### src/rtl/jump_ctrl.sv
// Jump-request generation for the next-PC unit: IF predecode, ID resolve, branch prediction.
// Define JUMP_CTRL_BHT_EN to replace static predict-taken with a 2-bit BHT.
module jump_ctrl #(
    parameter int unsigned BHT_ENTRIES = 16
) (
    input  logic        clk,
    input  logic        rst,
    input  logic [31:0] if_ins,
    input  logic [31:0] if_pc,
    input  logic        stall,
    input  logic [31:0] id_rs_val,
    input  logic [31:0] id_rt_val,
    output logic [1:0]  IFJumpOp,
    output logic [2:0]  IDJumpOp,
    output logic        if_flush,
    output logic [15:0] mispredict_cnt
);

    typedef enum logic [1:0] {IF_NONE, IF_J, IF_JAL, IF_BRANCH} if_op_e;
    typedef enum logic [2:0] {ID_NONE, ID_JR, ID_JALR, ID_BRANCH, ID_BRANCH_RESUME} id_op_e;

    localparam logic [5:0] OP_SPECIAL = 6'b000000;
    localparam logic [5:0] OP_J       = 6'b000010;
    localparam logic [5:0] OP_JAL     = 6'b000011;
    localparam logic [5:0] OP_BEQ     = 6'b000100;
    localparam logic [5:0] OP_BNE     = 6'b000101;
    localparam logic [5:0] FN_JR      = 6'b001000;
    localparam logic [5:0] FN_JALR    = 6'b001001;

    if_op_e      if_op;
    id_op_e      id_op;
    logic        if_pred;
    logic        if_is_branch;

    logic        id_valid;
    logic [31:0] id_ins;
    logic [31:0] id_pc;
    logic        id_pred;
    logic        id_is_branch;
    logic        id_taken;
    logic        id_branch_live;

    assign if_is_branch = (if_ins[31:26] == OP_BEQ) || (if_ins[31:26] == OP_BNE);
    assign id_is_branch = (id_ins[31:26] == OP_BEQ) || (id_ins[31:26] == OP_BNE);
    assign id_taken     = (id_rs_val == id_rt_val) ^ (id_ins[31:26] == OP_BNE);
    assign id_branch_live = id_valid && !stall && id_is_branch;

    always_comb begin
        id_op = ID_NONE;
        if (id_valid && !stall && !rst) begin
            if (id_ins[31:26] == OP_SPECIAL) begin
                if (id_ins[5:0] == FN_JR)
                    id_op = ID_JR;
                else if (id_ins[5:0] == FN_JALR)
                    id_op = ID_JALR;
            end else if (id_is_branch) begin
                if (id_taken && !id_pred)
                    id_op = ID_BRANCH;
                else if (!id_taken && id_pred)
                    id_op = ID_BRANCH_RESUME;
            end
        end
    end

    // An ID redirect, stall or reset suppresses IF so the saved branch address survives.
    always_comb begin
        if_op = IF_NONE;
        if (id_op == ID_NONE && !stall && !rst) begin
            case (if_ins[31:26])
                OP_J:           if_op = IF_J;
                OP_JAL:         if_op = IF_JAL;
                OP_BEQ, OP_BNE: if_op = if_pred ? IF_BRANCH : IF_NONE;
                default:        if_op = IF_NONE;
            endcase
        end
    end

    assign IFJumpOp = if_op;
    assign IDJumpOp = id_op;
    assign if_flush = (id_op != ID_NONE);

    always_ff @(posedge clk or posedge rst) begin
        if (rst) begin
            id_valid <= 1'b0;
            id_ins   <= '0;
            id_pc    <= '0;
            id_pred  <= 1'b0;
        end else if (!stall) begin
            id_valid <= !if_flush;
            id_ins   <= if_ins;
            id_pc    <= if_pc;
            id_pred  <= if_pred;
        end
    end

    always_ff @(posedge clk or posedge rst) begin
        if (rst)
            mispredict_cnt <= '0;
        else if (id_op == ID_BRANCH || id_op == ID_BRANCH_RESUME)
            mispredict_cnt <= mispredict_cnt + 16'd1;
    end

`ifdef JUMP_CTRL_BHT_EN
    localparam int unsigned IDX_W = $clog2(BHT_ENTRIES);

    logic [1:0]       bht [BHT_ENTRIES];
    logic [IDX_W-1:0] if_idx;
    logic [IDX_W-1:0] id_idx;

    assign if_idx  = if_pc[IDX_W+1:2];
    assign id_idx  = id_pc[IDX_W+1:2];
    // Combinational read of the array gives IF the pre-update value on an index clash.
    assign if_pred = bht[if_idx][1];

    always_ff @(posedge clk or posedge rst) begin
        if (rst) begin
            for (int unsigned i = 0; i < BHT_ENTRIES; i++)
                bht[i] <= 2'b10;
        end else if (id_branch_live) begin
            if (id_taken && bht[id_idx] != 2'b11)
                bht[id_idx] <= bht[id_idx] + 2'd1;
            else if (!id_taken && bht[id_idx] != 2'b00)
                bht[id_idx] <= bht[id_idx] - 2'd1;
        end
    end

    logic unused_bits;
    assign unused_bits = ^{if_ins[25:0], if_pc[31:IDX_W+2], if_pc[1:0],
                           id_ins[25:6], id_pc[31:IDX_W+2], id_pc[1:0]};
`else
    localparam int unsigned unused_bht_entries = BHT_ENTRIES;

    assign if_pred = 1'b1;

    logic unused_bits;
    assign unused_bits = ^{if_ins[25:0], if_pc, id_ins[25:6], id_pc, id_branch_live};
`endif

endmodule

### config.mk
export PLATFORM = sky130hd
export DESIGN_NAME = jump_ctrl
export DESIGN_NICKNAME = d
export VERILOG_FILES = /design/src/rtl/jump_ctrl.sv
export SDC_FILE = /design/constraint.sdc
export NUM_CORES = 1
export LEC_CHECK = 0
export ABC_AREA = 1
export ABC_CLOCK_PERIOD_IN_PS = 2100
export CORE_UTILIZATION = 29
export CTS_CLUSTER_DIAMETER = 200
export DETAILED_ROUTE_END_ITERATION = 6
export MAX_ROUTING_LAYER = met4
export PLACE_DENSITY = 0.69
export SYNTH_ARGS = -nofsm -noshare
export SYNTH_HDL_FRONTEND = slang
export SYNTH_SLANG_ARGS = --single-unit
### constraint.sdc
create_clock -name clk -period 2.1 [get_ports clk]
set_clock_uncertainty 0.05 [all_clocks]
set_input_delay 0.42 -clock clk [delete_from_list [all_inputs] [get_ports clk]]
set_output_delay 0.42 -clock clk [all_outputs]
set_load 0.05 [all_outputs]
**Word level (Yosys, flattened, before mapping)**

Cells that the tools add are included.

- Register bits after elaboration: 50
- Bits of input ports: 131
- Output and inout bits: 22
- Word-level logic and storage cells: 43

- $add $sub $neg: 1
- Equal/unequal tests: 11
- Multiplexer cells: 9
- Bitwise operators: 1
- Reduce and logical (&&, ||, !) cells: 17

Operators with widths:

| kind | count |
|---|---|
| $eq A32 B32 Y1 | 1 |
| $eq A6 B3 Y1 const B | 4 |
| $add A16 B1 Y16 const B | 1 |
| $mux W3 | 5 |
| $eq A6 B2 Y1 const B | 2 |
| $eq A6 B4 Y1 const B | 2 |
| $logic_and A1 B1 Y1 | 6 |
| $logic_not A6 Y1 | 1 |
| $mux W2 | 3 |
| $pmux W2 S3 | 1 |
| $logic_not A1 Y1 | 5 |
| $eq A3 B2 Y1 const B | 1 |
| $eq A3 B3 Y1 const B | 1 |
| $logic_not A3 Y1 | 1 |
| $reduce_bool A3 Y1 | 1 |
| $logic_or A1 B1 Y1 | 2 |
| $reduce_or A2 Y1 | 1 |
| $xor A1 B1 Y1 | 1 |

**Longest topological paths before layout**

- Depth after elaboration: 13
- Gate-level depth with buffers: 16
- Gate-level depth less buffers: 16

**Worst setup path before layout**

OpenSTA, ideal clock, no wires.

- Kind: in2out
- Start: input port id_rt_val[11]
- End: output port IFJumpOp[0]
- Arrival time: 2.278 ns
- Required time: 1.630 ns
- Path slack: -0.648 ns
- Stages: 11
- Path buffers: 0
- Cells stage by stage: xnor2_1 -> nand2_1 -> nor2_1 -> nand2_1 -> nor2_2 -> nand3_1 -> nand2_2 -> nor2_1 -> a21oi_1 -> nand4_1 -> nor2_1

- Word-level cells in the longest chain between the ends: 13
- Elaborated cells on any way between the ends: 14
- Classes of those cells: eq/ne: 1; mux: 6; bitwise: 1; reduce/logical: 6

Ends and longest elaborated chain:

| item | RTL line | source |
|---|---|---|
| from (decl) | 12 | `input logic [31:0] id_rt_val,` |
| $eq A32 B32 Y1 * | 45 | `assign id_taken = (id_rs_val == id_rt_val) ^ (id_ins[31:26] == OP_BNE);` |
| $xor A1 B1 Y1 * | 45 |  |
| $logic_not A1 Y1 | 59 | `else if (!id_taken && id_pred)` |
| $logic_and A1 B1 Y1 | 59 |  |
| $mux W3 | 59 |  |
| $mux W3 * | 57 | `if (id_taken && !id_pred)` |
| $mux W3 * | 56 | `end else if (id_is_branch) begin` |
| $mux W3 * | 51 | `if (id_ins[31:26] == OP_SPECIAL) begin` |
| $mux W3 * | 50 | `if (id_valid && !stall && !rst) begin` |
| named net IDJumpOp[2] | 14 | `output logic [2:0] IDJumpOp,` |
| $logic_not A3 Y1 * | 68 | `if (id_op == ID_NONE && !stall && !rst) begin` |
| $logic_and A1 B1 Y1 * (2 in a row) | 68 |  |
| $mux W2 * | 68 |  |
| to (decl) | 13 | `output logic [1:0] IFJumpOp,` |

The timed path passes the listed nets; every way through them passes the cells marked *.

**Worst setup path in the final report**

- Start: register id_ins[31]
- End: output port IFJumpOp[1]

- Word-level cells in the longest chain between the ends: 13
- Elaborated cells on any way between the ends: 17
- Classes of those cells: eq/ne: 2; mux: 6; bitwise: 1; reduce/logical: 8

Ends and longest elaborated chain:

| item | RTL line | source |
|---|---|---|
| from (decl) | 36 | `logic [31:0] id_ins;` |
| from (signal assigned) | 90 | `id_ins <= if_ins;` |
| $eq A6 B3 Y1 | 44, 45 |  |
| $xor A1 B1 Y1 | 45 |  |
| $logic_not A1 Y1 | 59 |  |
| $logic_and A1 B1 Y1 | 59 |  |
| $mux W3 | 59 |  |
| $mux W3 | 57 |  |
| $mux W3 | 56 |  |
| $mux W3 * | 51 |  |
| $mux W3 * | 50 |  |
| $logic_not A3 Y1 * | 68 |  |
| $logic_and A1 B1 Y1 * (2 in a row) | 68 |  |
| $mux W2 * | 68 |  |

Mark *: on every way between the ends. The rest lies on a longest branch, timed or not.

==> results.yml <==
floorplan:
  initial_core_util_pct: 30.0
  core_um2: 7210
  die_area_um2: 7800
  rows: 31
  die_w_um: 88.3
  ios: 153
  die_h_um: 88.3
worst_setup_path:
  critPathKind: "reg2out"
  critPathRequiredTime_ps: 1630
  start_kind: "flip-flop"
  crit_path_top_delay_cell: "dfrtp_1"
  worstPathCellList: "nor2_1 -> nand3_1 -> inv_1 -> nand2_2 -> nor2_4 -> nand3_2 -> nand3_2 -> nand2_2 -> a21oi_2 -> nand4_1 -> nor2_4 -> buf_12"
  cpPeakStageDelay_ps: 380
  crit_fanout: 3
  endpoint_kind: "output pin"
  critPathArrivalTime_ps: 2030
  path_delay_family: "simple AND/OR/NAND/NOR gates"
  worst-path-buf-inv: 2
detailed_routing:
  avgViaCountPerCell: 4.29
  firstDrtPassIters: 4
  drt_iter0_drc: 85
  antenna_left: 0
  drt_wl_total_um: 5840
  routedWlPerCell_um: 10.8
  vias: 2315
  drcViolationCount: 0
flow_run:
  cap_viol_max_count: 0
placement:
  port_buffers: 100
  dp_hpwl_um: 4800
  routabilityCongestion: 0.816
  placed_cell_area_um2: 3510
grt:
  grt-ovfl-total: 0
  grt_pass1_wl_um: 9360
  grt_pass1_vias: 2248
  grt_max_degree: 31
  antenna_found_initial: 0
  track_usage_pct: 15.6
sta:
  finalHoldViolCount: 0
  fin_crit_ps: 2500
  setup_ws_ps: -400
  max-slew-margin-rel_pct: 66.7
  slew_violations: 0
  fin_crit_sh_pct: 119
  setup_viol: 6
  max_freq_ghz: 0.400
  max_slew.worst_pin.slew_ps: 499
  rsz0062_at_grt: "true"
yosys:
  ys_seq_area_share_pct: 34.7
  ys_seq_elements: 30
  syn_area_per_cell_um2: 6.89
  yosysUniqueCellTypes: 22
  syn_inst: 314
  yosysTopAreaCellShare_pct: 34.7
  ys_warn_count: 0
  syn_area_um2: 2160
  synthTopCellsByArea: "dfrtp_1, nand2_1, xnor2_1, inv_1, nor2_1"
  synth_nets: 446
  netlist.top_cell.by_area: "dfrtp_1"
clock_network:
  worstSkewPairLatency_ps: 280
  cts_made_buffers: 5
  cts_tree: "yes"
  clock-sinks: 30
  cts-root-buf: "clkbuf_8"
  clock_path_buffers: 2
  htree_levels: 2
  clk_pin_slew_ps: 60
power_and_ir_drop:
  power_density_nw_per_um2: 659
  p_leak_nw: 1.81
  ir_worst_vdd_uv: 475
  p_total_mw: 2.27
run_status:
  run_status: "complete, but fails checks"
  violations: "negative setup slack"
cells_and_area:
  drive_gt1_share_pct: 33.4
  fin_nets: 571
  fin_area_um2: 3450
  n_antenna_cell: 0
  syn_to_final_growth_pct: 59.4
hold_path:
  hold_class: "reg2reg"
-- sequential cells by signal (all words and copies together) (netlist names) --
| register | cells |
|---|---|
| mispredict_cnt | 16 |
| id_ins | 12 |
| id_pred | 1 |
| id_valid | 1 |
-- worst min-delay path, stage by stage (launching register included) --
cell and delay (ps):
dfrtp_1 340, nand2_1 60, nand2_1 50
-- cells in the mapped netlist, drive strengths merged --
cell type,number
xor2,12
nand4,6
o21ai,24
ha,1
nor2,31
clkbuf,2
xnor2,24
nor3,5
nor4,2
nand3,14
a21oi,1
buf,2
nand2,108
dfrtp,30
inv,52
-- stage by stage --
step	utilization (%)	hold slack (ps)	cells	setup WS, ps	setup TNS (ps)
floorplan	-	400	314	-233	-650
global placement	48.6	414	530	-780	-10250
detailed placement	48.6	422	530	-813	-11410
CTS	47.9	438	538	-442	-1630
global route	47.8	466	539	-547	-2420
finish	47.8	430	539	-400	-1470
-- final cells by class --
| class | instances | area (um^2) |
|---|---|---|
| fill | 753 | 3770 |
| multi-input combinational | 228 | 1340 |
| timing repair buffer | 122 | 941 |
| sequential | 30 | 751 |
| inverter | 52 | 195 |
| tap | 99 | 124 |
| clock buffer | 6 | 82.6 |
| clock inverter | 2 | 12.5 |
-- placed cells by master, fill, tap and decap left out, types with 10 or more instances in the layout --
cell type / n
inv_1: 47
dfrtp_1: 30
xor2_1: 12
clkdlybuf4s50_1: 26
xnor2_1: 11
buf_2: 45
buf_4: 23
nor2_1: 21
o21ai_0: 17
nand3_1: 10
xnor2_2: 13
nand2_1: 102
clkbuf_2: 14
-- per-layer routing --
layer / up-vias / track usage [%] / part of all wire (%)
li1: 1209 / - / -
met1: 1041 / 15.4 / 39
met2: 57 / 30.6 / 53
met3: 8 / 2.71 / 6.1
met4: 0 / 4.55 / 1.6
met5: - / - / 0
-- worst paths after layout --
check	end	cells after the start	slack, ps	from
setup / recovery	IFJumpOp[1]	12	-400	id_ins[31]
hold / removal	id_ins[4]	2	430	id_ins[4]
setup reg to reg	mispredict_cnt[0]	14	190	id_ins[31]
hold reg to reg	id_ins[4]	2	430	id_ins[4]
max in group asynchronous	id_ins[28]	3	1190	rst
min in group asynchronous	id_ins[2]	3	530	rst
-- cell families after synthesis --
group / synth area share, %
buf+inv: 11.2
flops: 34.7
xor+xnor: 14.6
compound gates: 6.65
simple gates: 32.2
fa+ha+maj: 0.579
-- report_power, final --
| part | internal, mW | switching (mW) | leakage (nW) |
|---|---|---|---|
| Combinational | 0.392 | 0.597 | 1.41 |
| Clock | 0.263 | 0.228 | 0.0472 |
| Sequential | 0.681 | 0.109 | 0.349 |
-- what timing repair did --
action / 4_1_cts / 5_1_grt
setup endpoints to repair: 23 / 20
setup buffers: 1 / 1
hold buffers: 0 / 0
gates resized for setup: 230 / 34
pin swaps: 61 / 25
(Power assumes the default switching activity.)
